--- config.mk ---
export PLATFORM = sky130hd
export DESIGN_NAME = macc_sequencer
export DESIGN_NICKNAME = d
export VERILOG_FILES = /design/src/rtl/macc_sequencer.sv
export SDC_FILE = /design/constraint.sdc
export NUM_CORES = 1
export LEC_CHECK = 0
export CELL_PAD_IN_SITES_DETAIL_PLACEMENT = 1
export CELL_PAD_IN_SITES_GLOBAL_PLACEMENT = 1
export CORE_ASPECT_RATIO = 0.6
export CORE_UTILIZATION = 35
export CTS_BUF_LIST = sky130_fd_sc_hd__clkbuf_8
export CTS_CLUSTER_DIAMETER = 30
export DETAILED_ROUTE_END_ITERATION = 10
export PLACE_DENSITY_LB_ADDON = 0.1
export SYNTH_ARGS = -nofsm -noshare
export SYNTH_HDL_FRONTEND = slang
export SYNTH_SLANG_ARGS = --single-unit
--- constraint.sdc ---
create_clock -name clk -period 5.98 [get_ports clk]
set_input_delay 0.598 -clock clk [delete_from_list [all_inputs] [get_ports clk]]
set_output_delay 0.598 -clock clk [all_outputs]
set_load 0.01 [all_outputs]
--- src/rtl/macc_sequencer.sv ---
// -----------------------------------------------------------------------------
// macc_sequencer
//
// Purpose:
//   Sequences one signed 8x8 dot product per job. After a start in IDLE,
//   cfg_len operand pairs are accepted over a valid/ready handshake, at up to
//   one pair per cycle. Each pair is multiplied by a radix-4 Booth multiplier
//   into a registered 16-bit product. That product is then added to an ACC_W
//   accumulator. The result is offered on a valid/ready output handshake.
//
//   States: IDLE -> RUN -> DRAIN -> DONE -> IDLE. A start with cfg_len=0 goes
//   straight from IDLE to DONE.
//
// Configuration macro:
//   MACC_SATURATE_EN - when defined, an overflowing accumulate clamps to the
//                      signed ACC_W limits. When undefined, the sum wraps
//                      modulo 2^ACC_W. In both cases the overflow sets ovf.
//
// Parameters:
//   ACC_W  - accumulator/result width (16..32), default 24
//   LEN_W  - width of the dot-product length field, default 8
//
// Ports:
//   clk        in   clock, rising edge
//   rst        in   synchronous active-high reset
//   start      in   begin a job (only honoured in IDLE)
//   cfg_len    in   number of operand pairs, sampled with start
//   in_valid   in   operand pair present
//   in_ready   out  block accepts a pair (RUN only)
//   in_x       in   signed activation
//   in_y       in   signed weight (Booth multiplier operand)
//   out_valid  out  result available (DONE)
//   out_ready  in   consumer takes the result
//   out_acc    out  signed accumulator value
//   ovf        out  sticky signed overflow of the current job
//   busy       out  high in any state other than IDLE
// -----------------------------------------------------------------------------
module macc_sequencer #(
    parameter int unsigned ACC_W = 24,
    parameter int unsigned LEN_W = 8
) (
    input  logic             clk,
    input  logic             rst,
    input  logic             start,
    input  logic [LEN_W-1:0] cfg_len,
    input  logic             in_valid,
    output logic             in_ready,
    input  logic [7:0]       in_x,
    input  logic [7:0]       in_y,
    output logic             out_valid,
    input  logic             out_ready,
    output logic [ACC_W-1:0] out_acc,
    output logic             ovf,
    output logic             busy
);

    typedef enum logic [1:0] {
        IDLE  = 2'd0,
        RUN   = 2'd1,
        DRAIN = 2'd2,
        DONE  = 2'd3
    } state_t;

    state_t           state_q, state_d;
    logic [LEN_W-1:0] len_q, len_d;
    logic [LEN_W-1:0] cnt_q, cnt_d;
    logic [LEN_W-1:0] cnt_inc;
    logic [ACC_W-1:0] acc_q, acc_d;
    logic [15:0]      prod_q, prod_d;
    logic             p_vld_q, p_vld_d;
    logic             ovf_q, ovf_d;
    logic             in_ready_q, in_ready_d;
    logic             out_valid_q, out_valid_d;
    logic             busy_q, busy_d;

    logic             accept;
    logic [15:0]      booth_p;
    logic [15:0]      x_ext;
    logic [15:0]      pp;
    logic [8:0]       y_ext;
    logic [2:0]       trip;
    logic [ACC_W:0]   prod_ext;
    logic [ACC_W:0]   sum_ext;
    logic             sum_ovf;
    logic [ACC_W-1:0] acc_sum;

    // ------------------------------------------------------------------
    // Radix-4 Booth multiplier, in_x * in_y, signed.
    // Each overlapping triplet of {in_y, 0} selects one digit in -2..+2.
    // The arithmetic is done modulo 2^16. This is exact because every
    // 8x8 signed product, including -128*-128 = +16384, fits in 16 bits.
    // ------------------------------------------------------------------
    always_comb begin
        x_ext   = {{8{in_x[7]}}, in_x};
        y_ext   = {in_y, 1'b0};
        booth_p = '0;
        trip    = '0;
        pp      = '0;
        for (int unsigned i = 0; i < 4; i++) begin
            trip = y_ext[2*i +: 3];
            case (trip)
                3'b001, 3'b010: pp = x_ext;
                3'b011:         pp = x_ext << 1;
                3'b100:         pp = -(x_ext << 1);
                3'b101, 3'b110: pp = -x_ext;
                default:        pp = '0;
            endcase
            booth_p = booth_p + (pp << (2*i));
        end
    end

    // ------------------------------------------------------------------
    // Accumulate with one guard bit. A signed overflow shows up as a
    // disagreement between the guard bit and the ACC_W MSB.
    // ------------------------------------------------------------------
    always_comb begin
        prod_ext = {{(ACC_W-15){prod_q[15]}}, prod_q};
        sum_ext  = {acc_q[ACC_W-1], acc_q} + prod_ext;
        sum_ovf  = sum_ext[ACC_W] ^ sum_ext[ACC_W-1];
`ifdef MACC_SATURATE_EN
        if (sum_ovf) begin
            acc_sum = sum_ext[ACC_W] ? {1'b1, {(ACC_W-1){1'b0}}}
                                     : {1'b0, {(ACC_W-1){1'b1}}};
        end else begin
            acc_sum = sum_ext[ACC_W-1:0];
        end
`else
        acc_sum = sum_ext[ACC_W-1:0];
`endif
    end

    assign accept  = in_valid & in_ready_q;
    assign cnt_inc = cnt_q + 1'b1;

    // ------------------------------------------------------------------
    // Next-state logic
    // ------------------------------------------------------------------
    always_comb begin
        state_d = state_q;
        len_d   = len_q;
        cnt_d   = cnt_q;
        acc_d   = acc_q;
        ovf_d   = ovf_q;
        prod_d  = accept ? booth_p : prod_q;
        p_vld_d = accept;

        // A pending product is absorbed in whichever state it lands.
        // This is how DRAIN picks up the last product.
        if (p_vld_q) begin
            acc_d = acc_sum;
            ovf_d = ovf_q | sum_ovf;
        end

        case (state_q)
            IDLE: begin
                if (start) begin
                    len_d   = cfg_len;
                    cnt_d   = '0;
                    acc_d   = '0;
                    ovf_d   = 1'b0;
                    p_vld_d = 1'b0;
                    state_d = (cfg_len == '0) ? DONE : RUN;
                end
            end
            RUN: begin
                if (accept) begin
                    cnt_d = cnt_inc;
                    if (cnt_inc == len_q) begin
                        state_d = DRAIN;
                    end
                end
            end
            DRAIN: begin
                state_d = DONE;
            end
            DONE: begin
                if (out_ready) begin
                    state_d = IDLE;
                end
            end
            default: begin
                state_d = IDLE;
            end
        endcase

        // The handshake flags are registered copies decoded from the next state.
        in_ready_d  = (state_d == RUN);
        out_valid_d = (state_d == DONE);
        busy_d      = (state_d != IDLE);
    end

    // ------------------------------------------------------------------
    // State registers
    // ------------------------------------------------------------------
    always_ff @(posedge clk) begin
        if (rst) begin
            state_q     <= IDLE;
            len_q       <= '0;
            cnt_q       <= '0;
            acc_q       <= '0;
            prod_q      <= '0;
            p_vld_q     <= 1'b0;
            ovf_q       <= 1'b0;
            in_ready_q  <= 1'b0;
            out_valid_q <= 1'b0;
            busy_q      <= 1'b0;
        end else begin
            state_q     <= state_d;
            len_q       <= len_d;
            cnt_q       <= cnt_d;
            acc_q       <= acc_d;
            prod_q      <= prod_d;
            p_vld_q     <= p_vld_d;
            ovf_q       <= ovf_d;
            in_ready_q  <= in_ready_d;
            out_valid_q <= out_valid_d;
            busy_q      <= busy_d;
        end
    end

    assign in_ready  = in_ready_q;
    assign out_valid = out_valid_q;
    assign busy      = busy_q;
    assign out_acc   = acc_q;
    assign ovf       = ovf_q;

endmodule

==> impl_metrics.py <==
metrics = {
    "route": {
        "viasPerCell": 5.630,
        "drt_wl_total_um": 21490,
        "first_iter_violations": 434,
        "drt-wirelength-per-cell_um": 18.97,
        "firstDrtPassIters": 5,
        "drtAntennaViolNets": 0,
        "via_count": 6379,
        "drcViolationCount": 0,
    },
    "floorplan": {
        "die_y_um": 105.9,
        "die_width_um": 175.2,
        "io_pins": 57,
        "die_area_um2": 18550,
        "rows": 37,
        "core_area_um2": 17360,
        "start_util_pct": 36.28,
    },
    "global_route": {
        "grt_usage_pct": 24.05,
        "grt_max_degree": 41,
        "grt_pass1_wl_um": 35160,
        "antenna_found_initial": 0,
        "grt_overflow": 0,
        "grt_pass1_vias": 6535,
    },
    "critical_path": {
        "critPathLaunchType": "primary input",
        "critPathTopFamily": "adder cells",
        "path_buf_inv": 2,
        "critPathCaptureType": "flip-flop",
        "reg2reg_slack_ns": 3.02,
        "path_cells": "clkdlybuf4s50_1 -> inv_1 -> ha_1 -> nor3b_4 -> nand2_2 -> xnor2_1 -> a21oi_1 -> o22a_1 -> a21oi_1 -> fa_1 -> fa_1 -> ha_1 -> a21boi_1 -> o21ai_0 -> a21boi_1 -> o21a_1 -> o311ai_0 -> o211ai_1",
        "r2r_end": "ovf",
        "startpoint": "in_x[0]",
        "worst_ep_required_time_ns": 6.20,
        "crit_path_top_delay_cell": "fa_1",
        "critPathKind": "primary input to flip-flop",
        "crit_fanout": 7,
        "critPathCapture": "prod_q[14]",
        "reg2reg_from": "out_acc[0]",
        "cp.arrival_ns": 5.60,
        "crit_cells": 18,
        "rr_worst_depth": 10,
        "critPathMaxStageDelay_ns": 0.50,
    },
    "clock_tree": {
        "clk_pin_slew_worst_paths_ns": 0.07,
        "hold_buffers": 0,
        "root_buffer": "clkbuf_8",
        "cts_max_path_buffers": 2,
        "cts_setup_buffers": 0,
        "clk_latency_ns": 0.35,
        "cts-resized-gates": 0,
        "cts_made_buffers": 9,
        "cts_tree": "built",
        "clkSinkCount": 63,
        "htree_num_levels": 3,
    },
    "timing": {
        "fin_skew_ns": 0.009265,
        "worst_slew_pin_slew_ns": 0.9981,
        "rsz0062_at_grt": "no",
        "setup_viol": 0,
        "hold_viol": 0,
        "setup-tns-final_ns": 0,
        "slew_headroom_pct": 33.30,
        "min_period_ns": 5.385,
        "fmax_mhz": 185.7,
        "fin_ws_ns": 0.5946,
        "final_max_slew_viol_count": 0,
        "finalCritPeriodShare_pct": 90.06,
    },
    "power_and_ir_drop": {
        "vdd_drop_max_v": 0.0001035,
        "cellPowerDensity_nw_per_um2": 207.4,
        "p_total_mw": 1.515,
        "power_leakage_nw": 2.954,
    },
    "logic_synthesis": {
        "postSynthAreaPerCell_um2": 7.419,
        "synth_top_area_share_pct": 20.02,
        "yosys_register_bits": 63,
        "async_reset_ff_share_pct": 0,
        "synth_commonest_cells": "nand2_1, nor2_1, a21oi_1, dfxtp_1, o21ai_0",
        "yosys_warnings": 0,
        "yosysMostFrequentCell": "nand2_1",
        "syn_area_um2": 6299,
        "yosysTopAreaCell": "dfxtp_1",
        "seq_area_frac_synth_pct": 20.02,
        "synth_ff_type": "dfxtp_1",
        "synth_edf_count": 0,
        "syn_nets": 943,
        "synthCells": 849,
        "synthTopCellsByArea": "dfxtp_1, ha_1, fa_1, nand2_1, nor2_1",
        "synth.distinct_cells": 75,
    },
    "status": {
        "status": "finished, final reports clean",
    },
    "placement": {
        "routabilityCongestion": 0.9583,
        "post-place-ws_ns": 0.2870,
        "placed_cells": 1118,
        "io_buffers": 56,
        "hpwl_um": 17450,
    },
    "hold_path": {
        "min_path_type": "flip-flop to flip-flop",
        "hold_depth": 1,
    },
    "final_layout": {
        "nets": 989,
        "final_cell_count_no_fill": 1133,
        "areaGrowthSynthToFinish_pct": 15.97,
        "drive_gt1_share_pct": 5.895,
        "antenna_cells": 0,
    },
    "flow_run": {
        "cap_viol_max_count": 0,
    },
}
==> worst register-to-register path, stage by stage, from the launching register on <==
cell      delay, ns
dfxtp_1        0.34
ha_1           0.26
fa_1           0.46
a211oi_1       0.36
o21a_1         0.28
o21a_1         0.20
o311ai_1       0.17
a41o_1         0.30
or3_1          0.31
mux2i_1        0.15
a21o_1         0.10
==> where the power goes <==
group	switching, mW	internal, mW	leakage (nW)
registers	0.0200	0.441	0.511
logic	0.426	0.305	2.35
clock network	0.168	0.156	0.0891
total	0.614	0.901	2.95
==> placed cells by master (no fill, tap or decap), types with 18 or more instances in the layout <==
| cell | instances |
|---|---|
| clkdlybuf4s50_1 | 56 |
| nor2_1 | 100 |
| nor3_1 | 19 |
| ha_1 | 43 |
| mux2i_1 | 24 |
| xnor2_1 | 35 |
| buf_4 | 25 |
| a21oi_1 | 68 |
| xor2_1 | 18 |
| fa_1 | 22 |
| nand3_1 | 20 |
| nand2_1 | 108 |
| dfxtp_1 | 63 |
| o21ai_0 | 56 |
| inv_1 | 51 |
==> how the worst min path moves through the flow <==
stage,startpoint,to
floorplan,prod_q[11],prod_q[11]
global placement,ovf,ovf
detailed placement,ovf,ovf
CTS,prod_q[7],prod_q[7]
global route,len_q[1],len_q[1]
finish,ovf,ovf
==> sequential cells by signal, indices dropped and copies added, names as in the netlist <==
| name | count |
|---|---|
| p_vld_q | 1 |
| len_q | 8 |
| busy | 1 |
| state_q | 2 |
| cnt_q | 8 |
| out_acc | 24 |
| in_ready | 1 |
| prod_q | 16 |
| out_valid | 1 |
| ovf | 1 |
==> cell type report <==
| class | instances | area, um^2 |
|---|---|---|
| Clock buffer | 10 | 137.6 |
| Clock inverter | 5 | 26.28 |
| Fill cell | 2187 | 10060 |
| Inverter | 54 | 202.7 |
| Multi-Input combinational cell | 686 | 4636 |
| Sequential cell | 63 | 1261 |
| Tap cell | 234 | 292.8 |
| Timing Repair Buffer | 81 | 748.2 |
==> through the flow <==
| step | area, um^2 | utilization, % | hold slack [ns] |
|---|---|---|---|
| 2_1_floorplan | 6299 | - | 0.4356 |
| 3_3_place_gp | 7141 | 41.13 | 0.4418 |
| 3_5_place_dp | 7141 | 41.13 | 0.4525 |
| 4_1_cts | 7305 | 42.08 | 0.4695 |
| 5_1_grt | 7305 | 42.08 | 0.4845 |
| 6_report | 7305 | 42.08 | 0.4634 |
==> cells by family (layout without fill, tap and decap cells) <==
kind of cell             Yosys count  after routing  synth area share, %
AND/OR/NAND/NOR                  292            292                20.58
AO/OA/AOI/OAI                    250            250                25.77
buffers and inverters            100            150                6.376
adder cells (fa/ha/maj)           65             65                15.53
flip-flops                        63             63                20.02
XOR/XNOR                          54             54                7.727
multiplexers                      25             25                3.993
==> layer usage <==
layer / vias to the layer above / wire (um) / global-route usage [%]
li1: 3096 / - / -
met1: 3080 / 11270 / 36.71
met2: 187 / 8285 / 33.65
met3: 16 / 1774 / 6.652
met4: 0 / 161 / 3.106
met5: - / 0 / 0
Power figures use the tool's default switching activity.
